**src/rtl/prold_loader_pkg.sv**
```systemverilog
// Shared state encoding and constants for the program-load transmitter.
package prold_loader_pkg;

  typedef enum logic [2:0] {
    PROLD_S_IDLE   = 3'd0,
    PROLD_S_HEADER = 3'd1,
    PROLD_S_DATA   = 3'd2,
    PROLD_S_FLUSH  = 3'd3,
    PROLD_S_ERROR  = 3'd4,
    PROLD_S_CHECK  = 3'd5
  } prold_state_e;

  localparam int PROLD_FLUSH_CYCLES = 2;
  localparam int PROLD_BYTE_W       = 8;

endpackage

```
**src/rtl/prold_loader_byte_packer.sv**
```systemverilog
// Big-endian byte-to-word packer: word_vld_o fires combinationally with the 4th accepted byte.
// Zero latency to the word strobe; never stalls, the caller gates byte_vld_i with its own ready.
module prold_byte_packer
  import prold_loader_pkg::*;
(
  input  logic                    clk,
  input  logic                    rstn,
  input  logic                    clr_i,
  input  logic                    byte_vld_i,
  input  logic [PROLD_BYTE_W-1:0] byte_dat_i,
  output logic                    word_vld_o,
  output logic [31:0]             word_o
);

  logic [1:0]  cnt_q, cnt_d;
  logic [23:0] shift_q, shift_d;

  always_comb begin
    cnt_d   = cnt_q;
    shift_d = shift_q;
    if (clr_i) begin
      cnt_d   = '0;
      shift_d = '0;
    end else if (byte_vld_i) begin
      cnt_d   = cnt_q + 2'd1;
      shift_d = {shift_q[15:0], byte_dat_i};
    end
  end

  assign word_vld_o = byte_vld_i & ~clr_i & (cnt_q == 2'd3);
  assign word_o     = {shift_q, byte_dat_i};

  always_ff @(posedge clk) begin
    if (!rstn) begin
      cnt_q   <= '0;
      shift_q <= '0;
    end else begin
      cnt_q   <= cnt_d;
      shift_q <= shift_d;
    end
  end

endmodule

```
**src/rtl/prold_loader.sv**
```systemverilog
// Program loader: byte stream (length header + words) -> prold writes at consecutive PCs, 1 byte/cycle.
// Optional trailer checksum via PROLD_LOADER_CHECKSUM_EN; all outputs registered.
module prold_loader
  import prold_loader_pkg::*;
#(
  parameter int                  LEN_WORD  = 32,
  parameter int                  LEN_INST  = 32,
  parameter logic [LEN_WORD-1:0] BASE_PC   = '0,
  parameter logic [31:0]         MAX_WORDS = 32'd1024
) (
  input  logic                clk,
  input  logic                rstn,
  input  logic                start,
  input  logic                byte_valid,
  input  logic [7:0]          byte_data,
  output logic                byte_ready,
  output logic                prold_mode,
  output logic                prold_order,
  output logic [LEN_WORD-1:0] prold_pc,
  output logic [LEN_INST-1:0] prold_data,
  output logic                done,
  output logic                err
);

`ifdef PROLD_LOADER_CHECKSUM_EN
  localparam prold_state_e END_STATE = PROLD_S_CHECK;
`else
  localparam prold_state_e END_STATE = PROLD_S_FLUSH;
`endif

  prold_state_e        state_q, state_d;
  logic [31:0]         rem_q, rem_d;
  logic [LEN_WORD-1:0] pc_q, pc_d;
  logic [1:0]          flush_cnt_q, flush_cnt_d;
  logic                ready_q, ready_d, mode_q, mode_d, order_q, order_d;
  logic                done_q, done_d, err_q, err_d;
  logic [LEN_WORD-1:0] opc_q, opc_d;
  logic [LEN_INST-1:0] odata_q, odata_d;
  logic                accept, pack_vld, clr, word_vld;
  logic [31:0]         word;
`ifdef PROLD_LOADER_CHECKSUM_EN
  logic [7:0]          sum_q, sum_d;
`endif

  assign accept   = byte_valid & ready_q;
  assign pack_vld = accept & ((state_q == PROLD_S_HEADER) | (state_q == PROLD_S_DATA));

  prold_byte_packer u_packer (
    .clk        (clk),
    .rstn       (rstn),
    .clr_i      (clr),
    .byte_vld_i (pack_vld),
    .byte_dat_i (byte_data),
    .word_vld_o (word_vld),
    .word_o     (word)
  );

  always_comb begin
    state_d     = state_q;
    rem_d       = rem_q;
    pc_d        = pc_q;
    flush_cnt_d = flush_cnt_q;
    mode_d      = mode_q;
    order_d     = 1'b0;
    opc_d       = opc_q;
    odata_d     = odata_q;
    done_d      = 1'b0;
    err_d       = err_q;
    clr         = 1'b0;
`ifdef PROLD_LOADER_CHECKSUM_EN
    sum_d       = sum_q;
`endif
    case (state_q)
      PROLD_S_IDLE, PROLD_S_ERROR: begin
        if (state_q == PROLD_S_ERROR) begin
          mode_d = 1'b0;
          err_d  = 1'b1;
        end
        if (start) begin
          state_d = PROLD_S_HEADER;
          mode_d  = 1'b1;
          err_d   = 1'b0;
          clr     = 1'b1;
`ifdef PROLD_LOADER_CHECKSUM_EN
          sum_d   = '0;
`endif
        end
      end
      PROLD_S_HEADER: if (word_vld) begin
        flush_cnt_d = '0;
        if (word == 32'd0) begin
          state_d = END_STATE;
        end else if (word > MAX_WORDS) begin
          state_d = PROLD_S_ERROR;
          mode_d  = 1'b0;
          err_d   = 1'b1;
        end else begin
          state_d = PROLD_S_DATA;
          rem_d   = word;
          pc_d    = BASE_PC;
        end
      end
      PROLD_S_DATA: begin
`ifdef PROLD_LOADER_CHECKSUM_EN
        if (accept) sum_d = sum_q + byte_data;
`endif
        if (word_vld) begin
          order_d = 1'b1;
          opc_d   = pc_q;
          odata_d = LEN_INST'(word);
          pc_d    = pc_q + LEN_WORD'(4);
          rem_d   = rem_q - 32'd1;
          if (rem_q == 32'd1) state_d = END_STATE;
        end
      end
`ifdef PROLD_LOADER_CHECKSUM_EN
      PROLD_S_CHECK: if (accept) begin
        if (byte_data == sum_q) begin
          state_d = PROLD_S_FLUSH;
        end else begin
          state_d = PROLD_S_ERROR;
          mode_d  = 1'b0;
          err_d   = 1'b1;
        end
      end
`endif
      PROLD_S_FLUSH: begin
        // Keep fetch parked until the last registered memory write has landed.
        if (flush_cnt_q == 2'(PROLD_FLUSH_CYCLES - 1)) begin
          state_d = PROLD_S_IDLE;
          mode_d  = 1'b0;
          done_d  = 1'b1;
        end else begin
          flush_cnt_d = flush_cnt_q + 2'd1;
        end
      end
      default: state_d = PROLD_S_IDLE;
    endcase
    ready_d = state_d inside {PROLD_S_HEADER, PROLD_S_DATA, PROLD_S_CHECK};
  end

  always_ff @(posedge clk) begin
    if (!rstn) begin
      state_q     <= PROLD_S_IDLE;
      rem_q       <= '0;
      pc_q        <= '0;
      flush_cnt_q <= '0;
      ready_q     <= 1'b0;
      mode_q      <= 1'b0;
      order_q     <= 1'b0;
      opc_q       <= '0;
      odata_q     <= '0;
      done_q      <= 1'b0;
      err_q       <= 1'b0;
`ifdef PROLD_LOADER_CHECKSUM_EN
      sum_q       <= '0;
`endif
    end else begin
      state_q     <= state_d;
      rem_q       <= rem_d;
      pc_q        <= pc_d;
      flush_cnt_q <= flush_cnt_d;
      ready_q     <= ready_d;
      mode_q      <= mode_d;
      order_q     <= order_d;
      opc_q       <= opc_d;
      odata_q     <= odata_d;
      done_q      <= done_d;
      err_q       <= err_d;
`ifdef PROLD_LOADER_CHECKSUM_EN
      sum_q       <= sum_d;
`endif
    end
  end

  assign byte_ready  = ready_q;
  assign prold_mode  = mode_q;
  assign prold_order = order_q;
  assign prold_pc    = opc_q;
  assign prold_data  = odata_q;
  assign done        = done_q;
  assign err         = err_q;

endmodule

```
**config.mk**
```make
export PLATFORM = sky130hd
export DESIGN_NAME = prold_loader
export DESIGN_NICKNAME = d
export VERILOG_FILES = /design/src/rtl/prold_loader_pkg.sv /design/src/rtl/prold_loader_byte_packer.sv /design/src/rtl/prold_loader.sv
export SDC_FILE = /design/constraint.sdc
export NUM_CORES = 1
export LEC_CHECK = 0
export ABC_CLOCK_PERIOD_IN_PS = 6000
export BUFFER_PORTS_ARGS = -buffer_cell sky130_fd_sc_hd__buf_2
export CAP_MARGIN = 20
export CELL_PAD_IN_SITES_DETAIL_PLACEMENT = 1
export CELL_PAD_IN_SITES_GLOBAL_PLACEMENT = 2
export CORE_ASPECT_RATIO = 1.25
export CORE_MARGIN = 2
export CORE_UTILIZATION = 38
export CTS_CLUSTER_DIAMETER = 100
export DETAILED_ROUTE_END_ITERATION = 10
export GPL_TIMING_DRIVEN = 0
export PLACE_DENSITY = 0.83
export SLEW_MARGIN = 20
export SYNTH_ARGS = -nofsm -noshare
export SYNTH_HDL_FRONTEND = slang
export SYNTH_SLANG_ARGS = --single-unit
```
**constraint.sdc**
```tcl
create_clock -name clk -period 6 [get_ports clk]
set_clock_uncertainty 0.1 [all_clocks]
set_input_delay 0.9 -clock clk [delete_from_list [all_inputs] [get_ports clk]]
set_output_delay 0.9 -clock clk [all_outputs]
set_load 0.05 [all_outputs]
```
# Word level (Yosys, flattened, before mapping)
# Index checks and enable logic that the tools add are counted.
# word_totals
regBits,164
latch_bits,0
mem_bits_rw,0
rom_bits,0
in_bits,12
out_inout_bits,69
word_cells,97
memories,0
# classes
add_sub_neg,4
mul,0
div_mod_pow,0
n_lt_le_gt_ge,1
n_eq_ne,18
shifts,0
muxes,38
bitwise_logic,7
n_reduce_logical,16
# op_table
cell,n
$mux 32,8
$pmux 32 s2,2
$add 32x3->32 const B,1
$eq 32x1->1 const B,1
$gt 32x11->1 const B,1
$logic_not 32->1,1
$sub 32x1->32 const B,1
$mux 3,7
$mux 1,15
$pmux 3 s4,1
$reduce_and 5->1,2
$eq 3x2->1 const B,3
$ne 2x2->1 const B,4
$eq 3x1->1 const B,2
$eq 3x3->1 const B,2
$ne 2x1->1 const B,3
$reduce_and 2->1,3
$reduce_and 6->1,1
$reduce_bool 2->1,3
$reduce_bool 3->1,2
$add 2x1->2 const B,2
$and 1x1->1,4
$mux 2,2
$pmux 2 s2,1
10 further kinds,12

# Logic depth before layout (Yosys ltp)
# depth
word_depth,10
mapped_depth,9
depth_no_buf,7

# Hierarchy
# Synthesis repeated with hierarchy kept, for this count alone.
# unflattened
cells_unflattened,869
area_unflattened_um2,7166.9
# by_module_without_submodules
mod,n_inst,cells_per_inst,area_per_inst_um2
prold_loader,1,774,6114.6
prold_byte_packer,1,95,1052.3

# Least setup slack after synthesis
# OpenSTA, ideal clock, no wires.
# synth_path
kind,input to register
from,in byte_data[4]
to,reg pc_q[27]
t_arrival_ns,2.511
required_ns,5.828
slack_ns,3.317
cell_stages,7
path_buffers,2
cell_sequence,nor4_4 > and4_1 > buf_4 > o2111ai_2 > buf_4 > a2111oi_2 > mux2i_1
# synth_via
elab_chain_cells,3
word_cells_on_any_way,5
cone_classes,order compare: 1; eq/ne: 2; reduce/logical: 2
# synth_rtl
element,line_no,source
"start, declared",prold_loader.sv:15,"input logic [7:0] byte_data,"
$gt 32x11->1 / $logic_not 32->1 (equally long branches),"prold_loader.sv:93, prold_loader.sv:91",
$ne 2x2->1 (no line),-,
$reduce_and 5->1 (no line) (*),-,
"end signal, assigned",prold_loader.sv:161,pc_q <= pc_d;
"end, declared",prold_loader.sv:33,"logic [LEN_WORD-1:0] pc_q, pc_d;"
# Every way passes the cells marked *; elsewhere a longest branch is shown, timed or not.
# A chain may end at the register's enable or synchronous reset.

# Final worst setup path
# layout_path
from,in byte_valid
to,reg pc_q[10]
# layout_via
elab_chain_cells,6
word_cells_on_any_way,7
cone_classes,eq/ne: 2; bitwise: 4; reduce/logical: 1
# layout_rtl
element,line_no,source
"start, declared",prold_loader.sv:14,"input logic byte_valid,"
$and 1x1->1 (*),prold_loader.sv:45,assign accept = byte_valid & ready_q;
$and 1x1->1 (*),prold_loader.sv:46,assign pack_vld = accept & ((state_q == PROLD_S_HEADER) | (state_q == PROLD_S_DATA));
$and 1x1->1 (*) (2 in a row),prold_loader_byte_packer.sv:30,assign word_vld_o = byte_vld_i & ~clr_i & (cnt_q == 2'd3);
$ne 2x1->1 (no line),-,
$reduce_and 5->1 (no line) (*),-,
# Marked as above.

==> metrics.txt <==
outcome completed; Worst-Margin Slew approximately 0.94 ns; Max Slew Vio Count 0; Syn-to-layout area delta 17.7%; total track usage between 20% and 30%; flops & latches, synth 160; placed cell area 8470 um2; vias in the first global route about 7800; final WL ~27000 um; detailed-route DRC error count 0; Hold Startpoint prold_data[7]; Synth area leader dfxtp_1; Synth Instances roughly 970; Via-to-Cell Ratio between 5 and 6; Post-synth top flop dfxtp_1; Post-Layout Inst Area between 9000 and 10000 um2; RePlAce Congestion about 0.86; first-pass GRT wire length between 40000 and 50000 um; count leader, synth nand2_1; # port buffers between 70 and 80; top-area cell type share of the netlist area around 41%; Clk pin slew, worst setup/hold paths roughly 0.07 ns; Die Ht approximately 160 um; final-report hold violation count 0; PD cells 257 nW/um2; wire per inst just under 20 um; vias 7679; cts bufs inserted 17; initial DRC count around 440; Multi-input gate area roughly 4100 um2; core outline area 20000 um2; slew margin rel. between 30 and 40%; layout cells sized above 1 ~15%; antenna viol nets, final 0; ant diodes 0; post-layout util a little under half; post-DP HPWL between 15000 and 20000 um; worst setup path start byte_valid; die area about 22000 um2; most common library cells after synthesis nand2_1, dfxtp_1, a21oi_1; Post-Synthesis Cell Area between 7000 and 8000 um2; Pwr Total about 2.3 mW; Hold Buf Count CTS 0; Worst Setup End Kind flip-flop; worst skew pair latency approximately 0.44 ns; Leak Pwr roughly 3.3 nW; IO Pins 81; die width 132 um; synthesis warning total 0; sequential area share after synthesis around two fifths; Async SR Flop Fraction 0%; largest net degree at the start of global routing 17; Post-synth EDFFs 0; mean cell area of the mapped netlist between 7 and 8 um2; CP arrival between 3 and 4 ns; filler instances approximately 2500; CTS tree built; TNS Setup 0 ns; CP Max Fanout 10; H-tree Lvls 4; Hold Path Class flip-flop to flip-flop; clk sink count 160; Setup crit start kind input pin; initial antenna violation count 0; WS Path Type input pin to flip-flop; CTS max path bufs 2; VDD IR-drop max around 0.23 mV; worst flop-to-flop path startpoint u_packer.cnt_q[0]; fmax 292 MHz; TritonRoute pass-1 iters 5; area occupied by registers around 3200 um2; post-CTS setup buffers 0; Rows slightly below 60; final setup violating endpoints 0; CP required approximately 6.2 ns; Final min period approximately 3.4 ns; CTS resizes 0; RSZ-0062 raised after global routing false; final worst-path cycle share 57.1%; Starting Density 38.6%; synth unique cells just over 60; Root Buffer clkbuf_16; max_cap viols 0; Area contributors post-synth dfxtp_1, nand2_1, a21oi_1, mux2i_1, nand3_1; GRT overflow 0; final net count around 1100
per-layer routing:
metal,share of wire (%),track usage (%),routed length [um]
met5,0,0,0
met3,4.3,4.59,1160
met1,42,29.3,11300
met2,50,45.7,13500
met4,3.1,10.5,841
cell type report:
cell class / count / area share [%]
Timing Repair Buffer: 78 / 4.29
Clock buffer: 18 / 4.83
Clock inverter: 14 / 2.10
Buffer: 85 / 4.06
Sequential cell: 160 / 35.2
Inverter: 9 / 0.371
Multi-Input combinational cell: 715 / 45.4
Tap cell: 270 / 3.71
path summary, 6_finish.rpt:
| kind | slack (ns) | depth (start not counted) | endpoint |
|---|---|---|---|
| min | 0.35 | 2 | prold_data[7] |
| max reg2reg | 2.63 | 7 | pc_q[10] |
| max | 2.57 | 7 | pc_q[10] |
| min reg2reg | 0.35 | 2 | prold_data[7] |
power by group:
part	switching (mW)	leakage (nW)	internal, mW
clock	0.501	0.304	0.682
combinational	0.0623	1.72	0.0214
sequential	0.00464	1.29	1.06
cell families (layout without fill, tap and decap cells):
family | count (synthesis) | in the layout | share of synthesized area (%)
flops | 160 | 160 | 41.4
xor+xnor | 2 | 2 | 0.227
buf+inv | 94 | 204 | 5.21
other cells | 1 | 2 | 0.0485
simple gates | 441 | 441 | 28.7
compound gates | 219 | 219 | 17.7
mux | 46 | 46 | 5.96
fa+ha+maj | 5 | 5 | 0.809
metrics by stage:
step,setup WS [ns],hold slack (ns),std cells
after global routing,2.47,0.373,1349
after detailed placement,2.25,0.344,1317
after floorplan,3.32,0.340,969
after global placement,2.27,0.341,1317
after CTS,2.59,0.354,1349
final,2.57,0.349,1349
sequential cells by signal (all words and copies together), names as in the netlist:
signal / flops
done: 1
err: 1
u_packer.shift_q: 24
byte_ready: 1
prold_data: 32
state_q: 3
rem_q: 32
u_packer.cnt_q: 2
prold_pc: 30
pc_q: 30
flush_cnt_q: 2
prold_mode: 1
prold_order: 1
worst max-delay path: stages:
cell      delay [ns]
buf_2           0.12
nand3_1         0.38
nand2b_1        0.28
buf_1           0.56
clkbuf_1        0.53
nand2_1         0.46
a311oi_1        0.41
layout by cell type (no fill, tap or decap), types with 6 or more instances in the layout:
master	synthesis	layout
nand2_1	178	178
dfxtp_1	160	160
a21oi_1	117	117
buf_2	22	100
nor2_1	59	59
clkbuf_1	56	56
nand3_1	52	52
mux2i_1	46	46
nor4_1	26	26
nor3_1	23	23
o21ai_0	23	23
nand3b_1	21	21
a31oi_1	20	20
clkbuf_16	0	17
nand4_1	15	15
o32ai_1	10	10
inv_1	9	9
or4_1	9	9
and3_1	8	8
or3_1	8	8
nand2b_1	7	7
nor2b_1	6	6
o22ai_1	6	6
No activity file was read; power rests on OpenSTA's default activity.
